--- src/rtl/irq_ctrl_pkg.sv ---
`default_nettype none
// ============================================================================
// Module      : irq_ctrl_pkg
// Description : Shared register offsets and sizing constants for irq_ctrl.
// Revision    : 1.0 - initial release
// ============================================================================
package irq_ctrl_pkg;

    localparam int IC_NSRC_MAX      = 8;
    // Index must also encode "none found" (== number of sources)
    localparam int IC_IDX_W         = $clog2(IC_NSRC_MAX + 1);
    localparam int IC_VEC_VALID_BIT = 31;

    localparam int IC_REG_MASK  = 0;
    localparam int IC_REG_MODE  = 1;
    localparam int IC_REG_PEND  = 2;
    localparam int IC_REG_INSVC = 3;
    localparam int IC_REG_VEC   = 4;
    localparam int IC_REG_ACK   = 5;
    localparam int IC_REG_EOI   = 6;

endpackage
`default_nettype wire

--- src/rtl/irq_prio_enc.sv ---
`default_nettype none
// ============================================================================
// Module      : irq_prio_enc
// Description : Lowest-set-bit encoder; idx_o = W and found_o = 0 when empty.
// Revision    : 1.0 - initial release
// ============================================================================
module irq_prio_enc
    import irq_ctrl_pkg::*;
#(
    parameter int W = 6
) (
    input  logic [W-1:0]        req_i,
    output logic [IC_IDX_W-1:0] idx_o,
    output logic                found_o
);

    always_comb begin
        idx_o   = IC_IDX_W'(W);
        found_o = 1'b0;
        // Scan downward so the lowest set index is the last one written
        for (int i = W - 1; i >= 0; i--) begin
            if (req_i[i]) begin
                idx_o   = IC_IDX_W'(i);
                found_o = 1'b1;
            end
        end
    end

endmodule
`default_nettype wire

--- src/rtl/irq_ctrl.sv ---
`default_nettype none
// ============================================================================
// Module      : irq_ctrl
// Description : Fixed-priority nesting interrupt controller with mask, edge/
//               level mode, pending/in-service tracking and ACK/EOI registers.
// Revision    : 1.0 - initial release
// ============================================================================
module irq_ctrl
    import irq_ctrl_pkg::*;
#(
    parameter int N_SRC = 6,
    parameter int AW    = 3
) (
    input  logic             clk_i,
    input  logic             rst_i,
    input  logic [AW-1:0]    add_i,
    input  logic             we_i,
    input  logic [31:0]      dat_i,
    output logic [31:0]      dat_o,
    input  logic [N_SRC-1:0] src_i,
    output logic             irq_o
);

    logic [N_SRC-1:0]    r_sync1, r_sync2, r_prev;
    logic [N_SRC-1:0]    r_mask, r_mode, r_pend, r_insvc;
    logic [N_SRC-1:0]    w_rise, w_elig, w_clr, w_ack_set, w_eoi_clr;
    logic [N_SRC-1:0]    w_pend_next, w_insvc_next, w_cand_oh, w_cur_oh;
    logic [IC_IDX_W-1:0] w_cand, w_cur;
    logic                w_cand_found, w_cur_found, w_valid;
    logic                w_wr_mask, w_wr_mode, w_wr_pend, w_ack, w_eoi;
    logic [31:0]         w_rdata;
    logic                w_unused_dat;

    assign w_unused_dat = ^dat_i[31:N_SRC];

    assign w_wr_mask = we_i && (add_i == AW'(IC_REG_MASK));
    assign w_wr_mode = we_i && (add_i == AW'(IC_REG_MODE));
    assign w_wr_pend = we_i && (add_i == AW'(IC_REG_PEND));
    assign w_ack     = we_i && (add_i == AW'(IC_REG_ACK)) && w_valid;
    assign w_eoi     = we_i && (add_i == AW'(IC_REG_EOI)) && w_cur_found;

    assign w_rise = r_sync2 & ~r_prev;
    assign w_elig = r_pend & r_mask;

    irq_prio_enc #(.W(N_SRC)) u_cand_enc (
        .req_i   (w_elig),
        .idx_o   (w_cand),
        .found_o (w_cand_found)
    );

    irq_prio_enc #(.W(N_SRC)) u_cur_enc (
        .req_i   (r_insvc),
        .idx_o   (w_cur),
        .found_o (w_cur_found)
    );

    // Only a strictly higher-priority source may preempt the active handler
    assign w_valid = w_cand_found && (w_cand < w_cur);

    generate
        for (genvar i = 0; i < N_SRC; i++) begin : g_src
            assign w_cand_oh[i]    = (w_cand == IC_IDX_W'(i));
            assign w_cur_oh[i]     = (w_cur == IC_IDX_W'(i));
            assign w_ack_set[i]    = w_ack & w_cand_oh[i];
            assign w_eoi_clr[i]    = w_eoi & w_cur_oh[i];
            assign w_clr[i]        = (w_wr_pend & dat_i[i]) | w_ack_set[i];
            // Edge: a new edge beats a simultaneous clear. Level: follow input.
            assign w_pend_next[i]  = r_mode[i] ? ((r_pend[i] & ~w_clr[i]) | w_rise[i])
                                               : r_sync2[i];
            assign w_insvc_next[i] = (r_insvc[i] | w_ack_set[i]) & ~w_eoi_clr[i];
        end
    endgenerate

    always_comb begin
        w_rdata = 32'd0;
        case (add_i)
            AW'(IC_REG_MASK):  w_rdata = {{(32 - N_SRC){1'b0}}, r_mask};
            AW'(IC_REG_MODE):  w_rdata = {{(32 - N_SRC){1'b0}}, r_mode};
            AW'(IC_REG_PEND):  w_rdata = {{(32 - N_SRC){1'b0}}, r_pend};
            AW'(IC_REG_INSVC): w_rdata = {{(32 - N_SRC){1'b0}}, r_insvc};
            AW'(IC_REG_VEC): begin
                w_rdata[IC_VEC_VALID_BIT] = w_valid;
                w_rdata[7:0]              = {{(8 - IC_IDX_W){1'b0}}, w_cand};
            end
            default:           w_rdata = 32'd0;
        endcase
    end

    always_ff @(posedge clk_i or posedge rst_i) begin
        if (rst_i) begin
            r_sync1 <= '0;
            r_sync2 <= '0;
            r_prev  <= '0;
            r_mask  <= '0;
            r_mode  <= '1;
            r_pend  <= '0;
            r_insvc <= '0;
            dat_o   <= 32'd0;
            irq_o   <= 1'b0;
        end else begin
            r_sync1 <= src_i;
            r_sync2 <= r_sync1;
            r_prev  <= r_sync2;
            if (w_wr_mask) r_mask <= dat_i[N_SRC-1:0];
            if (w_wr_mode) r_mode <= dat_i[N_SRC-1:0];
            r_pend  <= w_pend_next;
            r_insvc <= w_insvc_next;
            dat_o   <= w_rdata;
            irq_o   <= w_valid;
        end
    end

endmodule
`default_nettype wire

--- config.mk ---
export PLATFORM = sky130hd
export DESIGN_NAME = irq_ctrl
export DESIGN_NICKNAME = d
export VERILOG_FILES = /design/src/rtl/irq_ctrl_pkg.sv /design/src/rtl/irq_prio_enc.sv /design/src/rtl/irq_ctrl.sv
export SDC_FILE = /design/constraint.sdc
export NUM_CORES = 1
export LEC_CHECK = 0
export ABC_CLOCK_PERIOD_IN_PS = 5900
export BUFFER_PORTS_ARGS = -buffer_cell sky130_fd_sc_hd__clkbuf_2
export CORE_MARGIN = 1.5
export CORE_UTILIZATION = 27
export DETAILED_ROUTE_END_ITERATION = 12
export PLACE_DENSITY = 0.53
export REMOVE_ABC_BUFFERS = 1
export SLEW_MARGIN = 10
export SYNTH_ARGS = -nofsm -noshare
export SYNTH_HDL_FRONTEND = slang
export SYNTH_SLANG_ARGS = --single-unit
--- constraint.sdc ---
create_clock -name clk_i -period 5.9 [get_ports clk_i]
set_input_delay 0.59 -clock clk_i [delete_from_list [all_inputs] [get_ports clk_i]]
set_output_delay 0.59 -clock clk_i [all_outputs]
set_load 0.05 [all_outputs]
==> summary.md, run 1 <==
| Metric | Value |
|---|---|
| Status | finished clean |
| Core area | 8636 um^2 |
| Clock root buffer | clkbuf_8 |
| Worst hold slack | around 350 ps |
| Largest net degree at the start of global routing | 51 |
| Share of layout cells above drive strength 1 | 26.84% |
| Die extent in y | 96.93 um |
| Pint | 0.6602 mW |
| P_leak | roughly 1.2 nW |
| IO Count | 77 |
| Combinational group share of total power | a little over a third |
| ANT cells | 0 |
| Detailed Route WL | ~4500 um |
| Tcrit/Tclk final | 41.10% |
| Yosys synthesis warning count | 0 |
| Seq pwr share | 43.6% |
| Async set-or-reset flop fraction in the synthesized netlist | 100.0% |
| Synthesized cell area | 2382 um^2 |
| Distinct cells, synth | 43 |
| Residual DRC count | 0 |
| Via density | between 4 and 5 |
| Design area | roughly 2600 um^2 |
| Measured slew at the worst slew-check pin | just over 1000 ps |
| Most numerous cell in the Yosys netlist | dfrtp_1 |
| Fillers | between 800 and 900 |
| DP Wirelength | 3370 um |
| CTS tree | yes |
| Remaining Overflow, GRT | 0 |
| Worst-Skew Late Latency | about 300 ps |
| Die Area | 9395 um^2 |
| Max Cap Viol | 0 |
| Relative slew slack | 32.02% |
| Seq/Total Area, Yosys | 52.84% |
| Via Count | around 1,500 |
| Final worst slack | 3475 ps |
| Critical path data arrival time | roughly 2600 ps |
| # rows | 34 |
| Sw frac | 38.86% |
| Clock network power share | 20.4% |
| Top post-synthesis cells by area | dfrtp_1 (46%), buf_4 (7.9%), dfstp_2 (6.6%) |
| # Post-CTS Setup Buffers | 0 |
| Place WS | 3509 ps |
| # resized after CTS | 0 |
| Final Core Density | 30.51% |
| CP max FO | 6 |
| I/O Buffers | 25 |
| CP Capture Type | flop |
| Reg clk slew, reported paths | ~90 ps |
| Vias in the first global route | between 1,500 and 2,000 |
| Clk sink count | 50 |
| Final max-slew violation count | 0 |
| Post-Place Cells | 331 |
| Required time of the critical path | 6090 ps |
| Final Power | about 1.1 mW |
| VDD IR-drop max | 0.1325 mV |
| Initial antenna violation count | 0 |
| Die width | around 97 um |
| Setup CP Type | flop to flop |
| Cells after synthesis | 202 |
| Final nets | between 200 and 300 |
| Post-synthesis register bit count | 50 |
| Final TNS setup | 0 ps |
| Number of detailed-route iterations in the first pass | 4 |
| CTS max path bufs | 2 |
| Yosys top cell area share | around 46% |
| Hold WC Path Type | flop to flop |
| Dominant cell type by area after synthesis | dfrtp_1 |
| Hold_buf cts | 0 |
| PD cells | 409.8 nW/um^2 |
| Post-route ant nets | 0 |
| Synth top cells by count | dfrtp_1 (44), buf_4 (25), nand2_1 (20) |
| First-pass GRT wire length | 7596 um |
| CTS H-tree depth | 2 |
| Per-cell routed wire length | 13.23 um |
| Final setup violation count | 0 |
| Final hold viol count | 0 |
| Finished Layout Cells | 339 |
| Unrepaired setup endpoints after global routing | false |
| Mean area per synthesized cell | 11.79 um^2 |
| Initial Util | 27.59% |
| EDFF count, synth | 0 |
| Placement Cell Area | 2530 um^2 |
| Area delta synth->final | 10.61% |
| Startpoint Class | flop |
| Final min period | 2425 ps |
| Top_reg_cell synth | dfrtp_1 |
| Multi-input logic area | 980.9 um^2 |
| RD Place Congestion | 0.8031 |
| Cts bufs inserted | 5 |
| Clock Skews | 7.372 ps |
| Psw | 0.4196 mW |
| GRT Total Usage | 10.08% |
| Initial DRC count | between 100 and 150 |
| Peak Freq | ~400 MHz |
| Reg area | about 1300 um^2 |
## final timing paths
check | start | end | slack, ps | depth (start not counted)
hold reg to reg | r_sync1[4] | r_sync2[4] | 350 | 0
setup reg to reg | r_pend[4] | r_pend[2] | 3470 | 7
max in group asynchronous | rst_i | irq_o | 4760 | 2
hold / removal | r_sync1[4] | r_sync2[4] | 350 | 0
setup / recovery | r_pend[4] | r_pend[2] | 3470 | 7
min in group asynchronous | rst_i | r_sync1[0] | 510 | 2
## sequential cells by signal (all words and copies together), names as in the netlist, 6 cells and up
signal	cells
dat_o	7
r_insvc	6
r_mask	6
r_mode	6
r_pend	6
r_prev	6
r_sync1	6
r_sync2	6
## critical path, cell delays in order, from the launching register on
cell and delay, ps:
dfrtp_1 420, a22oi_1 430, nor2_1 100, nor2_1 180, ha_1 260, o21ai_1 380
o2111ai_1 270, a22o_1 280
## per-layer routing
metal / track usage, % / part of all wire (%) / vias to the layer above
li1: - / - / 728
met1: 12.62 / 46 / 723
met2: 17.37 / 50 / 29
met3: 2.023 / 2.9 / 6
met4: 3.344 / 1.3 / 0
met5: 0 / 0 / -
## cells by family (layout without fill, tap and decap cells)
group | count (synthesis) | after routing | synth area share [%]
compound gates | 40 | 40 | 13.18
other cells | 1 | 25 | 0.1574
flops | 50 | 50 | 52.84
buf+inv | 36 | 41 | 9.769
fa+ha+maj | 2 | 2 | 1.050
mux | 19 | 19 | 11.24
simple gates | 54 | 54 | 11.76
## cells in the final DEF (no fill, tap or decap), drive strengths merged, types with 3 or more instances in the layout
cell and instances:
nand2 20, clkbuf 32, nand4 3, nor2 12, dfrtp 44, inv 8
a31oi 3, o21ai 5, nor3 5, nor2b 4, conb 25, dfstp 6
a21oi 8, nor3b 3, a22oi 3, mux4 5, mux2 12, a22o 8
## power groups by stage
stage	clock (mW)	sequential [mW]	combinational, mW
2_1_floorplan	0	0.504	0.273
3_3_place_gp	0	0.478	0.383
3_5_place_dp	0	0.478	0.388
4_1_cts	0.230	0.471	0.389
5_1_grt	0.243	0.482	0.427
6_report	0.220	0.470	0.390
## area by class of cell
cell class	instances	share of cell area, %
multi-input combinational	140	37.23
inverter	8	1.140
sequential	50	47.77
tap	108	5.128
clock inverter	1	0.3324
timing repair buffer	25	4.748
clock buffer	7	3.656
(Power assumes the default switching activity.)
==> run 2, diff against run 1 <==
ABC_CLOCK_PERIOD_IN_PS = 2190   (was 5900)
PLACE_DENSITY = 0.55   (was 0.53)
clock period = 2.19 ns   (was 5.9 ns; I/O delays follow)
==> run 2 against run 1 <==
Clock power rose to 2.9 times the previous value. Worst hold slack worse by 330 ps. Critical path depth increased by 1. Clock skew rose by 3.3 ps. Sequential share of layout area down 2.7 points. Cell count rose by 5.9%. Via count up 7.2%. Final area is 5.9% higher. Sequential cell count unchanged. Clock-buffer cell count unchanged. Highest routed layer unchanged.
==> summary.md, run 2 (synthesis gave the netlist of run 1 again) <==
| Metric | Value |
|---|---|
| Status | finished clean |
| Peak Freq | 470.4 MHz |
| CTS H-tree depth | 2 |
| CP max stage cell | dfrtp_1 |
| Residual DRC count | 0 |
| ANT cells | 0 |
| Via density | between 4 and 5 |
| Die extent in y | 96.93 um |
| Reg2reg end | r_pend[2] |
| # rows | 34 |
| Worst Setup EP | r_pend[2] |
| Hold WC Path Type | input port to flop |
| Cts bufs inserted | 5 |
| # Post-CTS Setup Buffers | 0 |
| R2r setup slk | 60 ps |
| Largest stage delay, worst path | 410 ps |
| Register with the most flip-flops | dat_o |
| Post-route ant nets | 0 |
| Commonest non-fill, non-tap cell in the layout | dfrtp_1 |
| Required time of the critical path | 2380 ps |
| Final hold viol count | 0 |
| Final Core Density | 32.31% |
| Worst hold slack | 21.41 ps |
| Combinational group share of total power | 40.2% |
| Remaining Overflow, GRT | 0 |
| Final worst slack | 64.11 ps |
| Setup CP Type | flop to flop |
| CTS max path bufs | 2 |
| Per-cell routed wire length | 12.88 um |
| RD Place Congestion | 0.8362 |
| Clock root buffer | clkbuf_8 |
| Tcrit/Tclk final | 97.07% |
| Final max-slew violation count | 0 |
| Area delta synth->final | 17.12% |
| Initial DRC count | 101 |
| Psw | 1.158 mW |
| Die width | 96.93 um |
| CP max FO | 4 |
| Sw frac | 36.92% |
| Clock network power share | 20.2% |
| GRT Total Usage | 10.44% |
| Die Area | between 9000 and 10,000 um^2 |
| CTS tree | yes |
| VDD IR-drop max | 0.4257 mV |
| Vias in the first global route | 1,564 |
| Crit path launch | r_pend[2] |
| Final nets | 296 |
| Final setup violation count | 0 |
| Critical Path, Cell by Cell | a22o_1, nor2_1, nor2_1, ha_1, buf_4, a2111oi_4, o2111ai_1, a22o_1 |
| Max Cap Viol | 0 |
| Finished Layout Cells | 359 |
| Largest net degree at the start of global routing | 43 |
| Clock Skews | 10.66 ps |
| Clk sink count | 50 |
| Initial Util | 27.59% |
| P_leak | 1.264 nW |
| I/O Buffers | 25 |
| Relative slew slack | 43.11% |
| Via Count | 1,593 |
| Detailed Route WL | between 4000 and 5000 um |
| Post-Place Cells | 351 |
| Measured slew at the worst slew-check pin | about 850 ps |
| Pint | 1.978 mW |
| Initial antenna violation count | 0 |
| Worst-Skew Late Latency | around 300 ps |
| First-pass GRT wire length | 7831 um |
| Max FFs per register | 7 |
| Final TNS setup | 0 ps |
| IO Count | 77 |
| Number of detailed-route iterations in the first pass | 4 |
| Startpoint Class | flop |
| DP Wirelength | 3580 um |
| Place WS | 37.10 ps |
| Fillers | 877 |
| CP Capture Type | flop |
| Most frequent cells in the layout | dfrtp_1 (44), conb_1 (25), clkbuf_2 (25) |
| Final min period | 2126 ps |
| Hold_buf cts | 0 |
| Share of layout cells above drive strength 1 | 32.27% |
| Worst Reg-to-Reg Cells | 8 |
| Critical path data arrival time | about 2300 ps |
| Reg clk slew, reported paths | 90 ps |
| FF-to-FF Start | r_pend[2] |
| Core area | 8636 um^2 |
| Seq pwr share | between 30% and 40% |
| PD cells | ~1100 nW/um^2 |
| Unrepaired setup endpoints after global routing | true |
## run 2: worst max-delay path, delay by kind of cell, from the launching register on
kind / cells / cell delay, ps
compound gates: 4 / 1080
flops: 1 / 410
fa+ha+maj: 1 / 230
simple gates: 2 / 150
buf+inv: 1 / 140
## run 2: worst min-delay path by stage
| stage | startpoint | to | slack (ps) | depth (start not counted) |
|---|---|---|---|---|
| after floorplan | src_i[0] | r_sync1[0] | 250 | 0 |
| after global placement | src_i[5] | r_sync1[5] | 330 | 1 |
| after detailed placement | src_i[0] | r_sync1[0] | 330 | 1 |
| after CTS | src_i[5] | r_sync1[5] | 10 | 1 |
| after global routing | src_i[3] | r_sync1[3] | 2 | 1 |
| final | src_i[5] | r_sync1[5] | 20 | 1 |
## run 2: layout make-up
class,instances,area (um^2),area share [%]
clock buffers,7,76.32,2.735
repair buffers,45,275.3,9.865
clock inverters,1,30.03,1.076
well taps,108,135.1,4.843
multi-input cells,140,984.7,35.29
inverters,8,30.03,1.076
flip-flops and latches,50,1259,45.11
## run 2: power groups by stage
stage	Sequential, mW	Combinational (mW)	Clock [mW]
after detailed placement	1.26	1.24	0
final	1.24	1.26	0.635
after CTS	1.24	1.24	0.659
after global placement	1.25	1.23	0
after global routing	1.27	1.37	0.693
after floorplan	1.36	0.735	0
## run 2: routing by layer
metal | routed length [um] | up-vias | track usage (%)
li1 | - | 766 | -
met1 | 2091 | 775 | 13.77
met2 | 2253 | 45 | 16.68
met3 | 185 | 7 | 2.240
met4 | 93 | 0 | 4.236
met5 | 0 | - | 0
## run 2: timing repair
item                       in CTS  in global routing
gates resized for setup         0                  2
setup endpoints to repair       0                  9
hold endpoints to repair        0                  0
## run 2: stage by stage
| step | total power, mW | cell area (um^2) |
|---|---|---|
| final | 3.136 | 2790 |
| after global routing | 3.328 | 2790 |
| after CTS | 3.143 | 2786 |
| after detailed placement | 2.504 | 2680 |
| after global placement | 2.484 | 2680 |
| after floorplan | 2.093 | 2270 |
